<file path="config.mk">
export PLATFORM = sky130hd
export DESIGN_NAME = cycle_sequencer_flat
export DESIGN_NICKNAME = d
export VERILOG_FILES = /design/src/rtl/cycle_sequencer_pkg.sv /design/src/rtl/cycle_sequencer_if.sv /design/src/rtl/cycle_sequencer_tick_prescaler.sv /design/src/rtl/cycle_sequencer.sv /design/src/flat_wrapper.sv
export SDC_FILE = /design/constraint.sdc
export NUM_CORES = 1
export LEC_CHECK = 0
export CORE_ASPECT_RATIO = 0.75
export CORE_MARGIN = 2
export CORE_UTILIZATION = 57
export CTS_CLUSTER_SIZE = 12
export DETAILED_ROUTE_END_ITERATION = 12
export PLACE_DENSITY = 0.77
export SLEW_MARGIN = 20
export SYNTH_ARGS = -nofsm -noshare
export SYNTH_HDL_FRONTEND = slang
export SYNTH_HIERARCHICAL = 1
export SYNTH_SLANG_ARGS = --single-unit
</file>
<file path="constraint.sdc">
create_clock -name clk -period 3.2 [get_ports clk]
set_clock_uncertainty 0.1 [all_clocks]
set_input_delay 0.48 -clock clk [delete_from_list [all_inputs] [get_ports clk]]
set_output_delay 0.48 -clock clk [all_outputs]
set_load 0.02 [all_outputs]
</file>
<file path="src/rtl/cycle_sequencer_pkg.sv">
// -----------------------------------------------------------------------------
// cycle_pkg
//   Shared types and helpers for the wash-cycle sequencer.
//   - mode_e   : 2-bit wash intensity code driven by the mode selector
//   - phase_e  : 3-bit phase code reported to display/actuator logic
//   - dur_cfg_t: phase lengths in 1 s ticks, built from the top-level parameters
//   - next_phase / phase_duration: phase order and the length loaded on entry
// -----------------------------------------------------------------------------
package cycle_pkg;

   typedef enum logic [1:0] {
      MODE_NONE = 2'b00,
      MODE_LOW  = 2'b01,
      MODE_NORM = 2'b10,
      MODE_HIGH = 2'b11
   } mode_e;

   typedef enum logic [2:0] {
      PH_IDLE  = 3'b000,
      PH_FILL  = 3'b001,
      PH_RUN   = 3'b010,
      PH_DRAIN = 3'b011,
      PH_DONE  = 3'b100
   } phase_e;

   typedef struct packed {
      logic [7:0] fill;
      logic [7:0] run_low;
      logic [7:0] run_norm;
      logic [7:0] run_high;
      logic [7:0] drain;
      logic [7:0] done;
   } dur_cfg_t;

   // Fixed phase order; DONE wraps back to IDLE.
   function automatic phase_e next_phase(input phase_e ph);
      phase_e nxt;
      case (ph)
         PH_FILL:  nxt = PH_RUN;
         PH_RUN:   nxt = PH_DRAIN;
         PH_DRAIN: nxt = PH_DONE;
         default:  nxt = PH_IDLE;
      endcase
      return nxt;
   endfunction

   // Length (ticks) loaded when a phase is entered. Only RUN depends on the
   // latched mode; IDLE reports zero time left.
   function automatic logic [7:0] phase_duration(input phase_e ph, input mode_e m,
                                                 input dur_cfg_t cfg);
      logic [7:0] dur;
      case (ph)
         PH_FILL: dur = cfg.fill;
         PH_RUN: begin
            case (m)
               MODE_LOW:  dur = cfg.run_low;
               MODE_NORM: dur = cfg.run_norm;
               MODE_HIGH: dur = cfg.run_high;
               default:   dur = 8'd0;
            endcase
         end
         PH_DRAIN: dur = cfg.drain;
         PH_DONE:  dur = cfg.done;
         default:  dur = 8'd0;
      endcase
      return dur;
   endfunction

endpackage

</file>
<file path="src/rtl/cycle_sequencer_if.sv">
// -----------------------------------------------------------------------------
// cycle_sequencer_if
//   Mode-selector <-> sequencer link.
//   start : selector -> sequencer, level request to begin a cycle
//   mode  : selector -> sequencer, 2-bit wash mode (00 invalid)
//   idle  : sequencer -> selector, high while no cycle runs (mode may change)
//   pause : selector -> sequencer, only when CYCLE_PAUSE_EN is defined
// Modports: master = mode selector, slave = cycle_sequencer.
// -----------------------------------------------------------------------------
interface cycle_sequencer_if;
   logic       start;
   logic [1:0] mode;
   logic       idle;
`ifdef CYCLE_PAUSE_EN
   logic       pause;

   modport master (output start, output mode, output pause, input idle);
   modport slave  (input start, input mode, input pause, output idle);
`else
   modport master (output start, output mode, input idle);
   modport slave  (input start, input mode, output idle);
`endif
endinterface

</file>
<file path="src/rtl/cycle_sequencer_tick_prescaler.sv">
// -----------------------------------------------------------------------------
// tick_prescaler
//   Generates a one-clock strobe every DIV enabled clocks (the 1 s tick).
//   clk  : system clock
//   rst  : synchronous active-high reset
//   en   : count enable; the counter holds its value while low
//   clr  : synchronous clear to 0 (takes priority over en)
//   tick : high for the enabled cycle on which the count is DIV-1
// -----------------------------------------------------------------------------
module tick_prescaler #(
   parameter int unsigned DIV = 100_000_000
) (
   input  logic clk,
   input  logic rst,
   input  logic en,
   input  logic clr,
   output logic tick
);

   localparam int unsigned CW = $clog2(DIV);
   localparam logic [CW-1:0] LAST = CW'(DIV - 1);

   logic [CW-1:0] cnt_q, cnt_d;

   // Gated by en so a stalled counter parked on LAST does not fire repeatedly.
   assign tick = en && (cnt_q == LAST);

   always_comb begin
      // NOTE: defaulting cnt_d to its current value first keeps every path
      // assigned, so no latch is inferred.
      cnt_d = cnt_q;
      if (clr) begin
         cnt_d = '0;
      end else if (en) begin
         cnt_d = (cnt_q == LAST) ? '0 : cnt_q + 1'b1;
      end
   end

   // NOTE: state is updated with non-blocking assignments so every register
   // samples the pre-edge value of its neighbours.
   always_ff @(posedge clk) begin
      if (rst) cnt_q <= '0;
      else     cnt_q <= cnt_d;
   end

endmodule

</file>
<file path="src/rtl/cycle_sequencer.sv">
// -----------------------------------------------------------------------------
// cycle_sequencer
//   Runs a timed wash cycle FILL -> RUN -> DRAIN -> DONE once started with a
//   valid mode, and reports phase, ticks left and a completion pulse.
//   Optional feature macro: CYCLE_PAUSE_EN (adds bus.pause, stalls counting).
// Ports
//   clk          : system clock, all logic on posedge
//   rst          : synchronous active-high reset
//   bus          : cycle_sequencer_if.slave (start, mode in; idle out; pause in)
//   phase_o      : 000 IDLE, 001 FILL, 010 RUN, 011 DRAIN, 100 DONE
//   run_mode_o   : mode latched at start, 00 while idle
//   time_left_o  : ticks remaining in the current phase, 0 in IDLE
//   cycle_done_o : one-clock pulse on the DONE -> IDLE transition
// -----------------------------------------------------------------------------
module cycle_sequencer
   import cycle_pkg::*;
#(
   parameter int unsigned TICK_DIV = 100_000_000,
   parameter int unsigned FILL_T   = 3,
   parameter int unsigned RUN_LOW  = 4,
   parameter int unsigned RUN_NORM = 6,
   parameter int unsigned RUN_HIGH = 8,
   parameter int unsigned DRAIN_T  = 2,
   parameter int unsigned DONE_T   = 2
) (
   input  logic                clk,
   input  logic                rst,
   cycle_sequencer_if.slave    bus,
   output logic [2:0]          phase_o,
   output logic [1:0]          run_mode_o,
   output logic [7:0]          time_left_o,
   output logic                cycle_done_o
);

   localparam dur_cfg_t CFG = '{
      fill:     8'(FILL_T),
      run_low:  8'(RUN_LOW),
      run_norm: 8'(RUN_NORM),
      run_high: 8'(RUN_HIGH),
      drain:    8'(DRAIN_T),
      done:     8'(DONE_T)
   };

   phase_e     phase_q;
   mode_e      run_mode_q;
   logic [7:0] time_left_q;
   logic       idle_q;
   logic       cycle_done_q;

   logic       busy;
   logic       hold;
   logic       tick;
   mode_e      mode_in;
   phase_e     phase_nxt;

   assign mode_in   = mode_e'(bus.mode);
   assign busy      = (phase_q != PH_IDLE);
   assign phase_nxt = next_phase(phase_q);

`ifdef CYCLE_PAUSE_EN
   // Pause only matters mid-cycle; in IDLE the prescaler is cleared anyway.
   assign hold = bus.pause;
`else
   assign hold = 1'b0;
`endif

   // Prescaler is parked at 0 whenever idle, so every cycle's first tick
   // lands exactly TICK_DIV clocks after start.
   tick_prescaler #(
      .DIV (TICK_DIV)
   ) u_tick (
      .clk  (clk),
      .rst  (rst),
      .en   (busy && !hold),
      .clr  (!busy),
      .tick (tick)
   );

   always_ff @(posedge clk) begin
      if (rst) begin
         phase_q      <= PH_IDLE;
         run_mode_q   <= MODE_NONE;
         time_left_q  <= 8'd0;
         idle_q       <= 1'b1;
         cycle_done_q <= 1'b0;
      end else begin
         cycle_done_q <= 1'b0;
         if (!busy) begin
            if (bus.start && (mode_in != MODE_NONE)) begin
               phase_q     <= PH_FILL;
               run_mode_q  <= mode_in;
               time_left_q <= CFG.fill;
               idle_q      <= 1'b0;
            end
         end else if (tick) begin
            if (time_left_q > 8'd1) begin
               time_left_q <= time_left_q - 8'd1;
            end else begin
               // Last tick of the phase: move on and load the next length.
               phase_q     <= phase_nxt;
               time_left_q <= phase_duration(phase_nxt, run_mode_q, CFG);
               if (phase_nxt == PH_IDLE) begin
                  run_mode_q   <= MODE_NONE;
                  idle_q       <= 1'b1;
                  cycle_done_q <= 1'b1;
               end
            end
         end
      end
   end

   assign bus.idle     = idle_q;
   assign phase_o      = phase_q;
   assign run_mode_o   = run_mode_q;
   assign time_left_o  = time_left_q;
   assign cycle_done_o = cycle_done_q;

endmodule

</file>
<file path="src/flat_wrapper.sv">
// flat-port wrapper written by rule: the top's interface ports become plain ports
module cycle_sequencer_flat import cycle_pkg::*;
#(
   parameter int unsigned TICK_DIV = 100_000_000,
   parameter int unsigned FILL_T   = 3,
   parameter int unsigned RUN_LOW  = 4,
   parameter int unsigned RUN_NORM = 6,
   parameter int unsigned RUN_HIGH = 8,
   parameter int unsigned DRAIN_T  = 2,
   parameter int unsigned DONE_T   = 2
)
  (clk, rst, phase_o, run_mode_o, time_left_o, cycle_done_o, bus_start, bus_mode, bus_idle);
  cycle_sequencer_if bus_i ();
  input  logic clk;
  input  logic rst;
  output logic [2:0] phase_o;
  output logic [1:0] run_mode_o;
  output logic [7:0] time_left_o;
  output logic cycle_done_o;
  input wire logic [$bits(bus_i.start)-1:0] bus_start;
  input wire logic [$bits(bus_i.mode)-1:0] bus_mode;
  output wire logic [$bits(bus_i.idle)-1:0] bus_idle;
  assign bus_i.start = bus_start;
  assign bus_i.mode = bus_mode;
  assign bus_idle = bus_i.idle;
  cycle_sequencer #(.TICK_DIV(TICK_DIV), .FILL_T(FILL_T), .RUN_LOW(RUN_LOW), .RUN_NORM(RUN_NORM), .RUN_HIGH(RUN_HIGH), .DRAIN_T(DRAIN_T), .DONE_T(DONE_T)) u_core (.clk(clk), .rst(rst), .bus(bus_i), .phase_o(phase_o), .run_mode_o(run_mode_o), .time_left_o(time_left_o), .cycle_done_o(cycle_done_o));
endmodule
</file>
# After elaboration in Yosys (flattened, before gate mapping)
# Cells that the tools add are included.
# Widths: inputs -> output; s select.
# word_totals
ff_bits,42
output_inout_bits,15
# classes
add_sub_neg,2
n_lt_le_gt_ge,1
n_eq_ne,14
n_mux,22
n_bitwise,2
reduce_logical,12
# op_table
op,count
$mux 8,4
$add 27x1->27 const B,1
$eq 27x27->1 const B,1
$pmux 8 s3,1
$eq 3x2->1 const B,4
$mux 3,4
$pmux 4 s3,1
$mux 2,5
$pmux 3 s3,1
$gt 8x1->1 const B,1
$sub 8x1->8 const B,1
$eq 3x1->1 const B,2
$mux 1,6
$eq 2x2->1 const B,2
$ne 2x1->1 const B,2
$reduce_and 4->1,1
$reduce_bool 2->1,2
$reduce_or 4->1,1
$eq 3x3->1 const B,1
$logic_not 3->1,1
$reduce_and 3->1,1
$reduce_bool 3->1,1
$reduce_or 3->1,1
$eq 2x1->1 const B,1
5 further kinds,7

# Logic depth before layout (Yosys ltp)
# Gate-level depths: netlist of run 1.
# logic_depth
depth_word,8
depth_mapped,11
depth_no_buf,9

# Hierarchy
# Netlist of run 1, hierarchy kept.
# modules_own_cells
mod,instances,cells_each,area_each_um2,seq_area_each_um2
tick_prescaler,1,156,1347.5,540.5
cycle_sequencer,1,106,912.1,300.3

# Worst setup path before layout of run 1
# No wires, ideal clock.
# synth_path
path_kind,register -> register
startpoint,register u_core.phase_q[0] (netlist: u_core/phase_o[0])
endpoint,register u_core.idle_q (netlist: u_core/bus.idle)
t_arrival_ns,2.435
setup_slack_ns,0.543
stages_incl_launch_ff,12
path_buffers,2
synth_period_minus_slack_ns,2.657
path_cell_list,dfxtp_1 -> clkbuf_1 -> nor3_1 -> inv_1 -> buf_4 -> and4_1 -> nand4_1 -> nor2_1 -> o31ai_2 -> nor4_4 -> o21ai_0 -> a221o_1
# synth_via
word_cells_on_any_way,13
classes_between,eq/ne (6); mux (2); reduce/logical (5)
# synth_rtl
item,line,source
"start, declared",cycle_sequencer.sv:44,phase_e phase_q;
"start signal, assigned",cycle_sequencer.sv:100,phase_q <= phase_nxt;
$reduce_bool 3->1,cycle_sequencer.sv:57,assign busy = (phase_q != PH_IDLE);
via u_core.busy,cycle_sequencer.sv:50,logic busy;
$logic_and 1x1->1,cycle_sequencer_tick_prescaler.sv:26,assign tick = en && (cnt_q == LAST);
via u_core.tick,cycle_sequencer.sv:52,logic tick;
$ne 2x1->1 (no source line),n/a,
$reduce_and 4->1 (no source line),n/a,
"end signal, assigned",cycle_sequencer.sv:84,idle_q <= 1'b1;
"end signal, assigned",cycle_sequencer.sv:93,idle_q <= 1'b0;
"end signal, assigned",cycle_sequencer.sv:104,idle_q <= 1'b1;
"end, declared",cycle_sequencer.sv:47,logic idle_q;
# The timed path passes the listed nets, and every way through them passes these cells.
# A chain may end at the register's enable or synchronous reset.

# Worst setup path after layout of run 1
# layout_path
startpoint,register u_core.phase_q[2] (netlist: u_core/phase_o[2])
endpoint,register u_core.idle_q (netlist: u_core/bus.idle)
# The elaborated chain is that of the path after synthesis.

==> results of run 1 <==
==> cell usage in the layout (no fill, tap or decap), drive strengths merged, types with 3 or more instances in the layout <==
| cell | instances |
|---|---|
| xnor2 | 10 |
| inv | 12 |
| o31ai | 5 |
| and4 | 7 |
| nor4 | 8 |
| a31oi | 5 |
| clkbuf | 7 |
| nor2 | 26 |
| o21ai | 11 |
| nand3 | 8 |
| or4 | 6 |
| dfxtp | 42 |
| nand2 | 16 |
| or3 | 6 |
| a21oi | 14 |
| and3 | 3 |
| nor3 | 6 |
| xor2 | 6 |
| buf | 3 |
| and2 | 4 |
| ha | 5 |
| clkdlybuf4s50 | 19 |
| nand4 | 17 |
==> worst max-delay path, stage by stage, from the launching register on <==
cell     delay, ns
dfxtp_1       0.56
nor3_1        0.11
inv_1         0.24
and4_1        0.30
nand4_1       0.18
nor2_1        0.19
o31ai_2       0.19
nor4_4        0.34
o21ai_0       0.13
a221o_1       0.31
==> registers in the layout, indices dropped and copies added, names as in the netlist <==
register / cells
u_core/phase_o: 3
u_core/cycle_done_o: 1
u_core/bus.idle: 1
u_core/u_tick/cnt_q: 27
u_core/run_mode_o: 2
u_core/time_left_o: 8
==> cell type report <==
cell class,instances,area [um^2]
Clock buffer,7,76.3
Fill cell,342,1200
Inverter,12,45.0
Multi-Input combinational cell,195,1300
Sequential cell,42,841
Tap cell,52,65.1
Timing Repair Buffer,22,213
==> layer usage <==
layer	up-vias	global-route usage [%]
met4	0	6.75
met1	933	37.8
met3	5	5.83
met2	64	30.3
li1	1017	-
met5	-	0
==> metrics by stage <==
| step | hold WS, ns | worst slack, ns | area, um^2 |
|---|---|---|---|
| final | 0.385 | 0.435 | 2540 |
| after global routing | 0.415 | 0.0555 | 2540 |
| after CTS | 0.388 | 0.441 | 2540 |
| after detailed placement | 0.367 | 0.455 | 2460 |
| after global placement | 0.375 | 0.621 | 2460 |
| after floorplan | 0.347 | 0.543 | 2260 |
==> logic make-up (layout without fill, tap and decap cells) <==
group | Yosys count | count (layout) | synth area share, %
flip-flops | 42 | 42 | 37.2
buffers and inverters | 25 | 41 | 5.43
AO/OA/AOI/OAI | 54 | 54 | 15.9
XOR/XNOR | 16 | 16 | 6.20
adder cells (fa/ha/maj) | 5 | 5 | 2.77
multiplexers | 2 | 2 | 0.886
AND/OR/NAND/NOR | 118 | 118 | 31.6
==> worst max-delay path by stage <==
stage                                         endpoint  cells past startpoint                      startpoint  slack, ns
after global routing      u_core/bus.idle$_SDFFE_PP1P_                      9  u_core/phase_o[0]$_SDFFE_PP0P_       0.06
after detailed placement  u_core/bus.idle$_SDFFE_PP1P_                      9  u_core/phase_o[2]$_SDFFE_PP0P_       0.46
after CTS                 u_core/bus.idle$_SDFFE_PP1P_                      9  u_core/phase_o[0]$_SDFFE_PP0P_       0.44
after floorplan           u_core/bus.idle$_SDFFE_PP1P_                     11  u_core/phase_o[0]$_SDFFE_PP0P_       0.54
after global placement    u_core/bus.idle$_SDFFE_PP1P_                      9  u_core/phase_o[2]$_SDFFE_PP0P_       0.62
final                     u_core/bus.idle$_SDFFE_PP1P_                      9  u_core/phase_o[2]$_SDFFE_PP0P_       0.44
==> power by group through the flow <==
stage               Clock (mW)  Sequential, mW  Combinational [mW]
global placement             0           0.554               0.122
floorplan                    0           0.559              0.0835
global route             0.349           0.544               0.137
detailed placement           0           0.554               0.122
CTS                      0.326           0.542               0.123
finish                   0.315           0.543               0.125
==> impl_metrics.ini, run 1 <==
[power]
peakVddDrop_uv = 324
swShare_pct = 25.3
p_leak_nw = 0.819
comb_power_share_pct = 12.7
switchingPower_uw = 249
power.density_nw_per_um2 = 387
total_power_uw = 982
power_frac_seq_pct = 55.2
p_int_uw = 734
p_clk_share_pct = 32.1

[routing]
routed-wl-met3_um = 335
drt_pass1_iterations = 5
highest_layer = met4
wl_um = 5000
met2_length_um = 1930
wl_met1_um = 2700
post_drt_wl_per_cell_um = 15.1
drtAntennaViolNets = 0
drt_iter0_markers = 195
vias_per_cell = 6.12
vias = 2019
drcViolationCount = 0

[hold_path]
worstHoldStart = u_core/u_tick/cnt_q[23]$_SDFFE_PP0P_
min_to = u_core/u_tick/cnt_q[23]$_SDFFE_PP0P_
hold_depth = 2
hp-class = reg2reg

[clock_tree]
numCtsBuffers = 5
cts_resized = 0
postCtsHoldBufs = 0
cts_buffer_depth = 2
cts_setup_buffers = 0
clkLatencyLatePin_ns = 0.28
cts_tree = done
cts.sinks = 42
cts.clk_slew.worst_paths_ns = 0.07
cts.htree.levels = 2
root_buffer = clkbuf_8

[placed_design]
port_buffers = 19
place_hpwl_um = 3570
gp_congestion = 0.892
dp_cells = 323

[synth]
yosysMostFrequentCell = dfxtp_1
synthTopCellsByCount = dfxtp_1, nor2_1, nand2_1
yosysTopAreaCellShare_pct = 37.2
ys_warn_count = 6
synth_edf_count = 0
syn-num-nets = 272
syn_inst = 262
ys_ff_latch = 42
avgSynthCellArea_um2 = 8.62
yosysTopAreaCell = dfxtp_1
syn-cell-area_um2 = 2260
yosysSeqAreaShare_pct = 37.2
synth_area_leaders = dfxtp_1, nor2_1, nand4_1, xnor2_1, a21oi_1
ys_types = 55
synth_ff_type = dfxtp_1
postSynth.asyncResetShare_pct = 0

[worst_setup_path]
reg2reg_slack_ns = 0.44
cp.required_ns = 3.28
crit_path_max_fanout = 12
rr_worst_depth = 9
crit_arrival_ns = 2.84
end_kind = register
reg2reg_from = u_core/phase_o[2]$_SDFFE_PP0P_
worstSetupPathType = reg2reg
r2r-end = u_core/bus.idle$_SDFFE_PP1P_
start_kind = register

[floorplan]
pin_count = 20
dieArea_um2 = 4490
die_x_um = 76.7
start_util_pct = 60.5
rows = 19
die_h_um = 58.5
core_um2 = 3730

[timing]
fmax_mhz = 362
setup_viol_count_final = 0
final_max_slew_viol_count = 0
period_needed_ns = 2.76
rsz0062_at_grt = no
tns_ns = 0
hold_viol_final = 0
tightest_slew_ns = 0.731
relSlewSlack_pct = 51.0
min_period_over_period_pct = 86.4

[finish]
n_antenna_cell = 0
final_layout_size_suffix_gt1_share_pct = 7.19
syn_to_final_growth_pct = 12.2
fin_cells = 330
layout.nets = 288
final_core_util_pct = 68.0

[job]
cap_viol_max_count = 0

[grt]
grt_max_degree = 20
grt_pass1_wl_um = 8420
grtUsageTotal_pct = 23.5
grt_pass1_vias = 1724
grt_overflow = 0
antenna_found_initial = 0

[status]
status = complete, no violations
Power figures use the tool's default switching activity.
==> run 2, diff against run 1 <==
- SLEW_MARGIN: 20 -> default
==> results of run 2 <==
The final DEF is identical to that of run 1; final timing and power are the same.
==> RTL change 1 (settings of run 2) <==
`TICK_DIV` is set to 100_000_000 in 2 places; all go to 200_000_000.
--- a/src/rtl/cycle_sequencer.sv
+++ b/src/rtl/cycle_sequencer.sv
@@ -17,3 +17,3 @@
 #(
-   parameter int unsigned TICK_DIV = 100_000_000,
+   parameter int unsigned TICK_DIV = 200_000_000,
    parameter int unsigned FILL_T   = 3,
--- a/src/flat_wrapper.sv
+++ b/src/flat_wrapper.sv
@@ -3,3 +3,3 @@
 #(
-   parameter int unsigned TICK_DIV = 100_000_000,
+   parameter int unsigned TICK_DIV = 200_000_000,
    parameter int unsigned FILL_T   = 3,
Behaviour: no difference found for any inputs over 10 cycles, from zero or initial values and one cycle with rst high; that may be too few to reach the edited logic, so the function may still have changed.
==> RTL change 1 against run 2 <==
- routed wire length down 3.8%
- synthesized area shrank 0.22%
- sequential cell count up 1
- synthesized cell count decreased by 0.76%
- worst setup slack improved by 0.078 ns
- power is 4.0% higher
- hold slack better by 0.016 ns
- utilization increased by 0.67 points
- final area up 0.99%
- sequential share of layout area grew 0.46 points
- critical path type unchanged
- highest routed layer unchanged
==> RTL change 1: results (changes against run 2) <==
global routing usage on met1 36.34% (-1.5 points); Final nets 288 (unchanged); Root Buffer clkbuf_8; Seq/Total Area, Yosys 38.18% (+0.97 points); synth unique cells 54 (-1.8%); Vias 1914 (-5.2%); max layer used met4; Initial DRT Pass Iterations 4 (-1); number of flip-flops in the largest register 28 (+3.7%); worst min path class reg2reg; All-Layer GR Usage 23.36% (-0.18 points); clk_lat worst skew 0.30 ns (+0.02 ns); placed cell count 323 (unchanged); vias in the first global route 1727 (+0.17%); CTS H-tree depth 2 (unchanged); Synth top cells by count dfxtp_1 (43), nor2_1 (34), nand2_1 (16), xnor2_1 (16), nand3_1 (15); worst slew pin tran 0.7246 ns (-0.005925 ns); wire length on met3 291 um (-13%); post-CTS setup buffer count 0 (unchanged); metal2 WL 1876 um (-2.6%); post_cts resized 0 (unchanged); initial DRC count 152 (-22%); met2 Usage GRT 31.10% (+0.77 points); ANT cells 0 (unchanged); routed len/inst 14.51 um (-4.1%); crit path DAT 2.78 ns (-0.06 ns); syn_nets 270 (-0.74%); Final Cell Area 2561 um^2 (+0.99%); Filler cells 313 (-8.5%); first-pass GRT wire length 8300 um (-1.4%); routability cong. 0.8636 (-3.1%); routed length on met1 2576 um (-4.5%); synth warn 6 (unchanged); Post-Place Worst Slack 0.5559 ns (+0.1008 ns); Crit Path Max Fanout 13 (+1); VDD IR max 0.0002644 V (-18%); dpl hpwl 3465 um (-2.9%); Synth area leaders dfxtp_1 (38%), xnor2_1 (6.2%), nor2_1 (5.7%); Lkg Pwr 0.8060 nW (-1.5%); routed wire length 4804 um (-3.8%); syn_area_per_cell 8.672 um^2 (+0.55%); Placed Area 2476 um^2 (+0.66%); layout cells sized above 1 10.39% (+3.2 points); status completed
==> RTL change 1: cell types whose count changed in the layout (fill, tap and decap cells not counted), moves of 3 or more <==
cell     delta
nand3_1     +7
nor3_2      +3
a21oi_1     -9
o21ai_0     -4
nor4_2      +3
nor2_1      +8
xnor2_1     +6
or3_1       -5
nand4_1     -7
nor4_1      -3
xor2_1      +3
nor3_1      +3
o31ai_1     -3
nor2_2      +4
==> RTL change 1: final cells by class <==
type	instances	area share, %
Multi-Input combinational cell	193	50.32
Sequential cell	43	33.61
Timing Repair Buffer	22	8.305
Clock buffer	6	2.833
Tap cell	52	2.540
Inverter	13	1.905
Clock inverter	2	0.4885
==> RTL change 1: critical path, stage by stage, from the launching register on <==
cell     delay, ns
dfxtp_1       0.56
nor3_1        0.18
inv_1         0.21
and3_1        0.23
nand3_1       0.10
nor2_1        0.18
o31ai_2       0.20
nor4_4        0.34
o21ai_0       0.14
a221o_1       0.32
==> RTL change 1: kinds of logic (layout without fill, tap and decap cells) <==
group                      count (synthesis)  in the layout  synth area share, %
AOI/OAI and AO/OA                         37             37                11.76
muxes                                      2              2               0.8879
xor gates and xnor gates                  25             25                9.711
DFF                                       43             43                38.18
adders and majority gates                  5              5                2.775
and+or+nand+nor                          124            124                32.02
buffers and inverters                     24             43                4.661
==> RTL change 1: final timing paths <==
path / start / end / slack, ns
worst min-delay path: u_core/time_left_o[7] / u_core/time_left_o[7] / 0.40
worst max-delay path: u_core/phase_o[0] / u_core/bus.idle / 0.51
worst max register to register: u_core/phase_o[0] / u_core/bus.idle / 0.51
worst min register to register: u_core/time_left_o[7] / u_core/time_left_o[7] / 0.40
==> RTL change 1: power by group <==
part           switching, mW  total (mW)  internal, mW
Sequential            0.0122       0.555         0.543
Combinational         0.0721       0.124        0.0514
Clock                  0.191       0.343         0.153
==> RTL change 2 (config.mk and constraints of run 2) <==
Made on the original files. Register the output `time_left_o` once more, cleared by the reset; this adds one clock of latency there. The other outputs are not delayed to match.
--- a/src/rtl/cycle_sequencer.sv
+++ b/src/rtl/cycle_sequencer.sv
@@ -114,3 +114,9 @@
    assign run_mode_o   = run_mode_q;
-   assign time_left_o  = time_left_q;
+   always_ff @(posedge clk) begin
+      if (rst) begin
+         time_left_o <= '0;
+      end else begin
+         time_left_o <= time_left_q;
+      end
+   end
    assign cycle_done_o = cycle_done_q;
Check against the original RTL: not equivalent (Yosys sat finds a counterexample within 4 cycles, from zero or initial values and one cycle with rst high).
==> RTL change 2 against run 2 <==
- critical path type unchanged
- critical path depth unchanged
- largest cell class unchanged
- final cell count up 10%
- non-clock buffer count up 2
- sequential cell count up 8
- worst setup slack worse by 0.050 ns
- final area up 10%
- synthesized area up 9.0%
- power up 26%
- utilization up 0.25 points
- largest power group unchanged
- synthesized cell count up 11%
- routed wire length up 6.2%
- maximum frequency down 1.8%
- highest routed layer unchanged
- count of clock-buffer cells in the layout down 2
==> RTL change 2: results (changes against run 2) <==
clk tree area frac 4.068% (+1.1 points); Seq/Total Area, Yosys 40.63% (+3.4 points); met2 Usage GRT 32.50% (+2.2 points); hold path startpoint u_core/bus.idle; CTS H-tree depth 2 (unchanged); wire length on met3 403 um (+20%); clock buffers 5 (-2); vias in the first global route 1859 (+7.8%); worst slew pin tran 0.8499 ns (+0.1193 ns); CTS sink count 50 (+19%); Worst setup SP type register; Sw Ratio 25.17% (-0.15 points); routability cong. 0.8188 (-8.2%); Filler cells 347 (+1.5%); metal2 WL 2145 um (+11%); clk_lat worst skew 0.31 ns (+0.03 ns); synth unique cells 53 (-3.6%); Lkg Pwr 0.9270 nW (+13%); layout cells sized above 1 7.143% (-0.051 points); largest net degree at the start of global routing 28 (+40%); post_cts resized 0 (unchanged); CTS clk-pin slew, worst paths 0.09 ns (+0.02 ns); Seq. pwr 645 uW (+19%); max layer used met4; initial DRC count 242 (+24%); Hold Crit Depth 2 (unchanged); Primary FF master, synth dfxtp_1; Non-clk bufs 24 (+9.1%); WHS Endpoint u_core/bus.idle; Synth area leaders dfxtp_1 (41%), nor2_1 (5.0%), a21oi_1 (4.5%); fraction of area in multi-input gates 48.10% (-3.0 points); Crit Path Max Fanout 14 (+2); routed wire length 5303 um (+6.2%); VDD IR max 0.0002774 V (-14%); status completed; Worst path max stage delay 0.58 ns (+0.02 ns); crit path DAT 2.96 ns (+0.12 ns); Critical Path End u_core/phase_o[2]; #MultiIn Comb 215 (+10%); RR Startpoint u_core/phase_o[0]; Comb power 141 uW (+13%); All-Layer GR Usage 23.86% (+0.32 points); number of non-clock inverters in the layout 11 (-1); Final nets 317 (+10%); worst min path class reg2reg; worst hold slack 0.3768 ns (-0.008672 ns); met3 usage 6.845% (+1.0 points); Synth top cells by count dfxtp_1 (50), nor2_1 (33), a21oi_1 (22); Non-clock buffering overhead 8.136% (-0.25 points); routed length on met1 2716 um (+0.70%); syn_nets 300 (+10%); endpoints failing setup 0 (unchanged); first-pass GRT wire length 8935 um (+6.1%); Avg Vias per Cell 5.994 (-2.0%); Reg2Reg Depth 9 (unchanged); R2R Setup Slk 0.38 ns (-0.05 ns); Reg area 1001 um^2 (+19%); global routing usage on met1 36.54% (-1.3 points); dpl hpwl 3686 um (+3.3%)
==> RTL change 2: changes by cell type in the layout (fill, tap and decap cells not counted), moves of 3 or more <==
cell and change:
o21ai_0 +5, nor4_1 -3, a21oi_1 +8, nor2b_1 +6, nand2_1 +3, nor2_1 +7
dfxtp_1 +8
==> RTL change 2: stage by stage <==
stage               worst slack, ns  instances  instance area, um^2  total power, mW
floorplan                    0.5124        290                 2464           0.7497
global placement             0.5383        355                 2685           0.7966
detailed placement           0.4288        355                 2685           0.7971
CTS                          0.4064        363                 2799            1.242
global route                 0.1662        363                 2799            1.286
finish                       0.3848        363                 2799            1.235
==> RTL change 2: cells by family (layout without fill, tap and decap cells) <==
group	after synthesis	in the layout	share of synthesized area, %
AOI/OAI and AO/OA	62	62	15.24
adders and majority gates	5	5	2.539
DFF	50	50	40.63
buffers and inverters	25	43	4.723
and+or+nand+nor	128	128	29.61
xor gates and xnor gates	18	18	6.399
muxes	2	2	0.8634
